File: src/rtl/pipe_stage_reg.sv
// rtl/pipe_stage_reg.sv - elastic valid/ready stage register with a two-entry skid buffer
// Defining PIPE_STAGE_PERF_EN adds saturating stall_cnt/flush_cnt outputs.
module pipe_stage_reg #(
  parameter int unsigned DATA_W     = 134,
  parameter int unsigned FLUSH_ZERO = 1
) (
  input  logic              clk,
  input  logic              clr,
  input  logic              flush,
  input  logic              in_valid,
  output logic              in_ready,
  input  logic [DATA_W-1:0] in_data,
  output logic              out_valid,
  input  logic              out_ready,
  output logic [DATA_W-1:0] out_data
`ifdef PIPE_STAGE_PERF_EN
  ,
  output logic [31:0]       stall_cnt,
  output logic [31:0]       flush_cnt
`endif
);

  localparam bit ZERO_DATA = (FLUSH_ZERO != 0);

  logic              main_v_q, main_v_d;
  logic              skid_v_q, skid_v_d;
  logic [DATA_W-1:0] main_d_q, main_d_d;
  logic [DATA_W-1:0] skid_d_q, skid_d_d;
  logic              accept;
  logic              emit;

  // Ready depends only on the skid flop, so out_ready never reaches in_ready combinationally.
  assign in_ready  = ~skid_v_q;
  assign out_valid = main_v_q;
  assign out_data  = main_d_q;

  assign accept = in_valid & ~skid_v_q;
  assign emit   = main_v_q & out_ready;

  always_comb begin
    main_v_d = main_v_q;
    skid_v_d = skid_v_q;
    main_d_d = main_d_q;
    skid_d_d = skid_d_q;
    if (flush) begin
      main_v_d = 1'b0;
      skid_v_d = 1'b0;
      if (ZERO_DATA) begin
        main_d_d = '0;
        skid_d_d = '0;
      end
    end else begin
      case ({main_v_q, skid_v_q})
        2'b00: begin
          if (accept) begin
            main_v_d = 1'b1;
            main_d_d = in_data;
          end
        end
        2'b10: begin
          if (accept && emit) begin
            main_d_d = in_data;
          end else if (accept) begin
            skid_v_d = 1'b1;
            skid_d_d = in_data;
          end else if (emit) begin
            main_v_d = 1'b0;
            if (ZERO_DATA) main_d_d = '0;
          end
        end
        2'b11: begin
          if (emit) begin
            main_d_d = skid_d_q;
            skid_v_d = 1'b0;
            if (ZERO_DATA) skid_d_d = '0;
          end
        end
        default: begin
          // Unreachable skid-only state: recover to EMPTY.
          main_v_d = 1'b0;
          skid_v_d = 1'b0;
        end
      endcase
    end
  end

  always_ff @(posedge clk) begin
    if (clr) begin
      main_v_q <= 1'b0;
      skid_v_q <= 1'b0;
      if (ZERO_DATA) begin
        main_d_q <= '0;
        skid_d_q <= '0;
      end
    end else begin
      main_v_q <= main_v_d;
      skid_v_q <= skid_v_d;
      main_d_q <= main_d_d;
      skid_d_q <= skid_d_d;
    end
  end

`ifdef PIPE_STAGE_PERF_EN
  logic [31:0] stall_cnt_q, stall_cnt_d;
  logic [31:0] flush_cnt_q, flush_cnt_d;

  always_comb begin
    stall_cnt_d = stall_cnt_q;
    flush_cnt_d = flush_cnt_q;
    if (main_v_q && !out_ready && stall_cnt_q != 32'hFFFF_FFFF) begin
      stall_cnt_d = stall_cnt_q + 32'd1;
    end
    if (flush && (main_v_q || skid_v_q) && flush_cnt_q != 32'hFFFF_FFFF) begin
      flush_cnt_d = flush_cnt_q + 32'd1;
    end
  end

  always_ff @(posedge clk) begin
    if (clr) begin
      stall_cnt_q <= 32'd0;
      flush_cnt_q <= 32'd0;
    end else begin
      stall_cnt_q <= stall_cnt_d;
      flush_cnt_q <= flush_cnt_d;
    end
  end

  assign stall_cnt = stall_cnt_q;
  assign flush_cnt = flush_cnt_q;
`endif

endmodule

File: config.mk
export PLATFORM = sky130hd
export DESIGN_NAME = pipe_stage_reg
export DESIGN_NICKNAME = d
export VERILOG_FILES = /design/src/rtl/pipe_stage_reg.sv
export SDC_FILE = /design/constraint.sdc
export NUM_CORES = 1
export LEC_CHECK = 0
export CAP_MARGIN = 25
export CORE_UTILIZATION = 52
export CTS_CLUSTER_DIAMETER = 50
export DETAILED_ROUTE_END_ITERATION = 8
export GPL_TIMING_DRIVEN = 0
export PLACE_DENSITY = 0.84
export SLEW_MARGIN = 20
export SYNTH_ARGS = -nofsm -noshare
export SYNTH_HDL_FRONTEND = slang
export SYNTH_SLANG_ARGS = --single-unit
File: constraint.sdc
create_clock -name clk -period 3.1 [get_ports clk]
set_clock_uncertainty 0.05 [all_clocks]
set_input_delay 0.31 -clock clk [delete_from_list [all_inputs] [get_ports clk]]
set_output_delay 0.31 -clock clk [all_outputs]
set_load 0.005 [all_outputs]
* After elaboration in Yosys (flattened, before gate mapping)
Cells that the tools add are included.
** Storage, ports and cells
- Bits in registers :: 270
- Output and inout bits :: 136
** Operators by class
- Equality and inequality tests :: 10
- Muxes and demuxes :: 15
- Bitwise gates (word level) :: 5
- Reduce and logical (&&, ||, !) cells :: 9
** Operator list (number)
- 134-bit two-way mux :: 6
- 134-bit case mux with 3 select lines :: 1
- 134-bit case mux with 2 select lines :: 1
- 2-bit != test, second input constant :: 6
- 5-bit AND reduction :: 2
- 4-bit AND reduction :: 2
- 3-bit != test, second input constant :: 2
- 1-bit case mux with 3 select lines :: 2
- 1-bit two-way mux :: 5
- 2-bit == test, second input constant :: 2
- 1-bit NOT :: 3
- 3-bit nonzero test :: 1
- 1-bit AND :: 2
- 2-bit logical NOT :: 1
- 2-bit nonzero test :: 1
- 2-bit OR reduction :: 1
- 1-bit logical AND :: 1

* Logic depth before layout (Yosys ltp)
- Depth after elaboration :: 5
- Mapped depth :: 6

* Worst setup path after synthesis
Ideal clock, no wire load.
- Path kind :: reg-to-reg
- Start point :: reg main_v_q (netlist: out_valid)
- End point :: reg skid_d_q[100]
- Data arrival time :: 1376 ps
- Required time :: 2933 ps
- Slack :: 1557 ps
- Cell stages (with the launch flop) :: 7
- Path buffers :: 3
- Clock period less this slack :: 1543 ps
- Path through :: dfxtp_1 -> nand2b_1 -> o211a_1 -> buf_2 -> buf_6 -> buf_6 -> a22o_1
** On the way
- Word-level cells in the longest chain between the ends :: 4
- Elaborated cells on any way between the ends :: 10
- Those cells by class :: 5 x eq/ne; 1 x mux; 1 x bitwise; 3 x reduce/logical
** RTL lines
- from (decl) :: RTL line 25 : logic main_v_q, main_v_d;
- from (signal assigned) :: RTL line 96 : main_v_q <= main_v_d;
- 1-bit AND :: RTL line 38 : assign emit = main_v_q & out_ready;
- 1-bit logical AND :: RTL line 61 : if (accept && emit) begin
- 2-bit != test (no line)
- 4-bit AND reduction (no line)
- to (signal assigned) :: RTL line 99 : skid_d_q <= skid_d_d;
- to (decl) :: RTL line 28 : logic [DATA_W-1:0] skid_d_q, skid_d_d;
Several ways; a longest one is shown, not always the timed one.
A chain may end at the register's enable or synchronous reset.

* Worst setup path in the final report
- Start point :: in flush
- End point :: reg main_d_q[70] (netlist: out_data[70])
** On the way
- Word-level cells in the longest chain between the ends :: 1
** RTL lines
- from (decl) :: RTL line 9 : input logic flush,
- 2-bit OR reduction (no line)
- to (signal assigned) :: RTL line 98 : main_d_q <= main_d_d;
- to (decl) :: RTL line 27 : logic [DATA_W-1:0] main_d_q, main_d_d;
Every way passes these cells.

==> out/summary.md <==
* completed — run status
* 6150 uW — Internal Pwr Total
* 0 — drt drc
* 10400 um2 — total standard cell area after synthesis
* 0.820 — placer's final routability congestion estimate
* 553 nW/um2 — power density over the cells
* 28 — Inserted Clock Buffers
* sky130_fd_sc_hd__clkbuf_1 — Critical Path Most Common Cell
* 1197 — Post-Syn Nets
* 23.4% — switching share of power
* 270 — post-synthesis register bit count
* 9355 — total vias in the final route
* 5.67 — Vias per Instance
* input port to flip-flop — class of the most critical setup path
* 9.87 um2 — average footprint of a synthesized cell
* clkdlybuf4s50_1, nor2_2, clkbuf_1, clkbuf_1, o21ai_0, a221oi_2 — cell chain of the critical path
* 1375 — number of inserted filler cells in the final layout
* 44.3% — clock power share
* no — RSZ-0062 raised after global routing
* 4000 um2 — total area of multi-input combinational cells
* 0 — number of endpoints failing setup at the final stage
* 0.882 ns — Least-Margin Pin Slew
* input port — kind of start point of the critical path
* out_data[70] — termination of the worst setup path
* 0.00522 uW — P_leak
* flip-flop — endpoint type of the worst setup path
* sky130_fd_sc_hd__clkbuf_16 — Root Buffer Master
* 22 — count of unique library cells instantiated by Yosys
* 20.7 mm — half-perimeter wire length after placement
* 15 — largest net degree at the start of global routing
* 6 — R2R cell count
* 0 — max cap viols
* 0 — remaining antenna violation count after routing
* 20600 um2 — Die Area
* 0 — final slew viol count
* 44.9% — sequential fraction of design power
* 144 um — die height
* 10.8% — power share of the combinational group
* 10 — peak fanout along the critical path
* 30.1 mm — Routed Wire Length
* 0.53 ns — clock network latency to the later pin of the worst-skew pair
* 0.53 ns — highest cell delay on the worst timing path
* built — TritonCTS clock tree
* 1597 — count of placed standard cells including taps
* 18.2 um — routed wirelength normalized by instance count
* 0.06 ns — Clk pin slew, worst setup/hold paths
* sky130_fd_sc_hd__clkdlybuf4s50_1, sky130_fd_sc_hd__dfxtp_1, sky130_fd_sc_hd__inv_1, sky130_fd_sc_hd__nand2_1, sky130_fd_sc_hd__o21ai_0 — commonest cells after routing, fill and taps aside
* 2.19 ns — clock period minus worst slack
* sky130_fd_sc_hd__nor2_2 — standard cell with the maximum stage delay on the critical path
* 274 — Port-buffer cells
* 2 — number of antenna violations at the first check in global routing
* 1650 — final instance count without filler cells
* 51.8% — post-synthesis sequential area ratio
* 3 — Max clock buf depth
* 2.59 ns — data arrival time of the worst path
* out_valid — source of the worst register-to-register timing path
* 1501 — total number of nets in the final design
* 28.8% — overall fraction of global-route tracks in use
* 9132 — via count of the first global-routing pass
* 11.3% — fraction of final layout cells sized beyond drive strength 1
* input port to flip-flop — class of the worst hold path
* 46.9 mm — wire length of the first global-routing pass
* 0 — buffer count from post-CTS setup fixing
* in_data[90] — min-delay src
* 19600 um2 — Std-Cell Core Area
* out_data[52] — endpoint of the most critical register-to-register path
* 0 — final hold violations
* 0 ns — total negative slack for setup checks
* 0 — total of hold buffers inserted after clock tree synthesis
* flush — startpoint of the worst setup timing path
* 40.9% — Slew headroom
* 3 — worst hold path stage count
* 144 um — Chip Width
* 1 — number of levels the H-tree was split into
* 39.0% — signed area change from the synthesized netlist to the final layout
* 53.3% — effective utilization at floorplan
* 3.50 ns — data required time at the worst endpoint
* 1058 — gate count after technology mapping
* 372 uV — peak ir drop on the vdd network
* 70.6% — share of the clock period used by the worst path
* 275 — Top Ports
* 582 — initial detailed-routing violation count
* sky130_fd_sc_hd__clkdlybuf4s50_1 — most common cell after layout, fill and taps aside
* 0 — CTS resizes
* 1.00 ns — flop-to-flop setup slack
* 5 — number of iterations in the first detailed-routing pass
* 270 — Num Clock Sinks
* 1880 uW — Net Switching
* 0 — Synth Warn #
* 5410 um2 — Reg area
* 51 — number of core rows
* 0 — total gr overflow
* 457 MHz — maximum frequency from static timing analysis
## metal layers
| layer | global-route usage (%) | up-vias | wire length, um |
|---|---|---|---|
| li1 | - | 4416 | - |
| met3 | 7.03 | 93 | 2550 |
| met2 | 48.0 | 388 | 14100 |
| met1 | 35.0 | 4456 | 12100 |
| met4 | 13.3 | 2 | 1320 |
| met5 | 0 | - | 9 |
## area by class of cell
type | instances | area share (%)
Antenna cell | 1 | 0.0172
Buffer | 102 | 3.63
Clock buffer | 36 | 5.52
Clock inverter | 16 | 1.35
Inverter | 136 | 3.52
Multi-Input combinational cell | 550 | 27.5
Sequential cell | 270 | 37.2
Tap cell | 265 | 2.28
Timing Repair Buffer | 274 | 18.9
## how the worst min path moves through the flow
stage | end
floorplan | skid_d_q[100]
global placement | out_data[87]
detailed placement | out_data[79]
CTS | out_data[90]
global route | out_data[87]
finish | out_data[90]
## cells in the mapped netlist
library cell / n / area share (%)
sky130_fd_sc_hd__nand2b_4: 1 / 0.13
sky130_fd_sc_hd__inv_1: 136 / 4.9
sky130_fd_sc_hd__buf_6: 7 / 0.75
sky130_fd_sc_hd__o21ai_0: 135 / 6.5
sky130_fd_sc_hd__nor3_2: 1 / 0.096
sky130_fd_sc_hd__a221oi_2: 60 / 8.6
sky130_fd_sc_hd__o21a_1: 1 / 0.072
sky130_fd_sc_hd__nor2_2: 1 / 0.060
sky130_fd_sc_hd__or2_1: 1 / 0.060
sky130_fd_sc_hd__dfxtp_1: 270 / 52
sky130_fd_sc_hd__o211a_1: 2 / 0.19
sky130_fd_sc_hd__nor3_1: 1 / 0.048
sky130_fd_sc_hd__nand2b_1: 1 / 0.060
sky130_fd_sc_hd__a22o_1: 134 / 11
sky130_fd_sc_hd__nand3_2: 1 / 0.096
sky130_fd_sc_hd__a221oi_1: 74 / 6.2
sky130_fd_sc_hd__buf_2: 16 / 0.77
sky130_fd_sc_hd__buf_4: 19 / 1.4
sky130_fd_sc_hd__nand2_1: 135 / 4.9
sky130_fd_sc_hd__nor2_1: 1 / 0.036
sky130_fd_sc_hd__a21oi_1: 1 / 0.048
sky130_fd_sc_hd__clkbuf_1: 60 / 2.2
## sequential cells by signal, summed over array words and instances, names as in the netlist
signal     cells
out_valid      1
skid_v_q       1
out_data     134
skid_d_q     134
## critical path: cells and delay by family
family / cells / cell delay [ns]
and+or+nand+nor: 1 / 0.53
buffers and inverters: 3 / 1.33
AOI/OAI and AO/OA: 2 / 0.41
## power by group through the flow
stage                     combinational, uW  sequential [uW]  clock (uW)
after global placement                  838             3680           0
after floorplan                         374             3680           0
final                                   865             3600        3560
after global routing                    934             3610        3740
after detailed placement                851             3680           0
after CTS                               860             3600        3590
## metrics by stage
step | cell area [um2] | hold WS (ns) | util, % | total power [uW] | setup slack [ns]
after floorplan | 10400 | 0.385 | - | 4050 | 1.56
after global placement | 13500 | 0.399 | 69.0 | 4520 | 0.434
after detailed placement | 13500 | 0.401 | 69.0 | 4530 | 0.426
after CTS | 14500 | 0.315 | 74.1 | 8060 | 0.965
after global routing | 14500 | 0.344 | 74.1 | 8280 | 0.811
final | 14500 | 0.327 | 74.1 | 8020 | 0.910
## cell families after synthesis
kind of cell	after synthesis	synth area share, %
AOI/OAI and AO/OA	407	32.9
DFF	270	51.8
buffers and inverters	238	9.93
and+or+nand+nor	143	5.44
No activity file was read; power rests on OpenSTA's default activity.
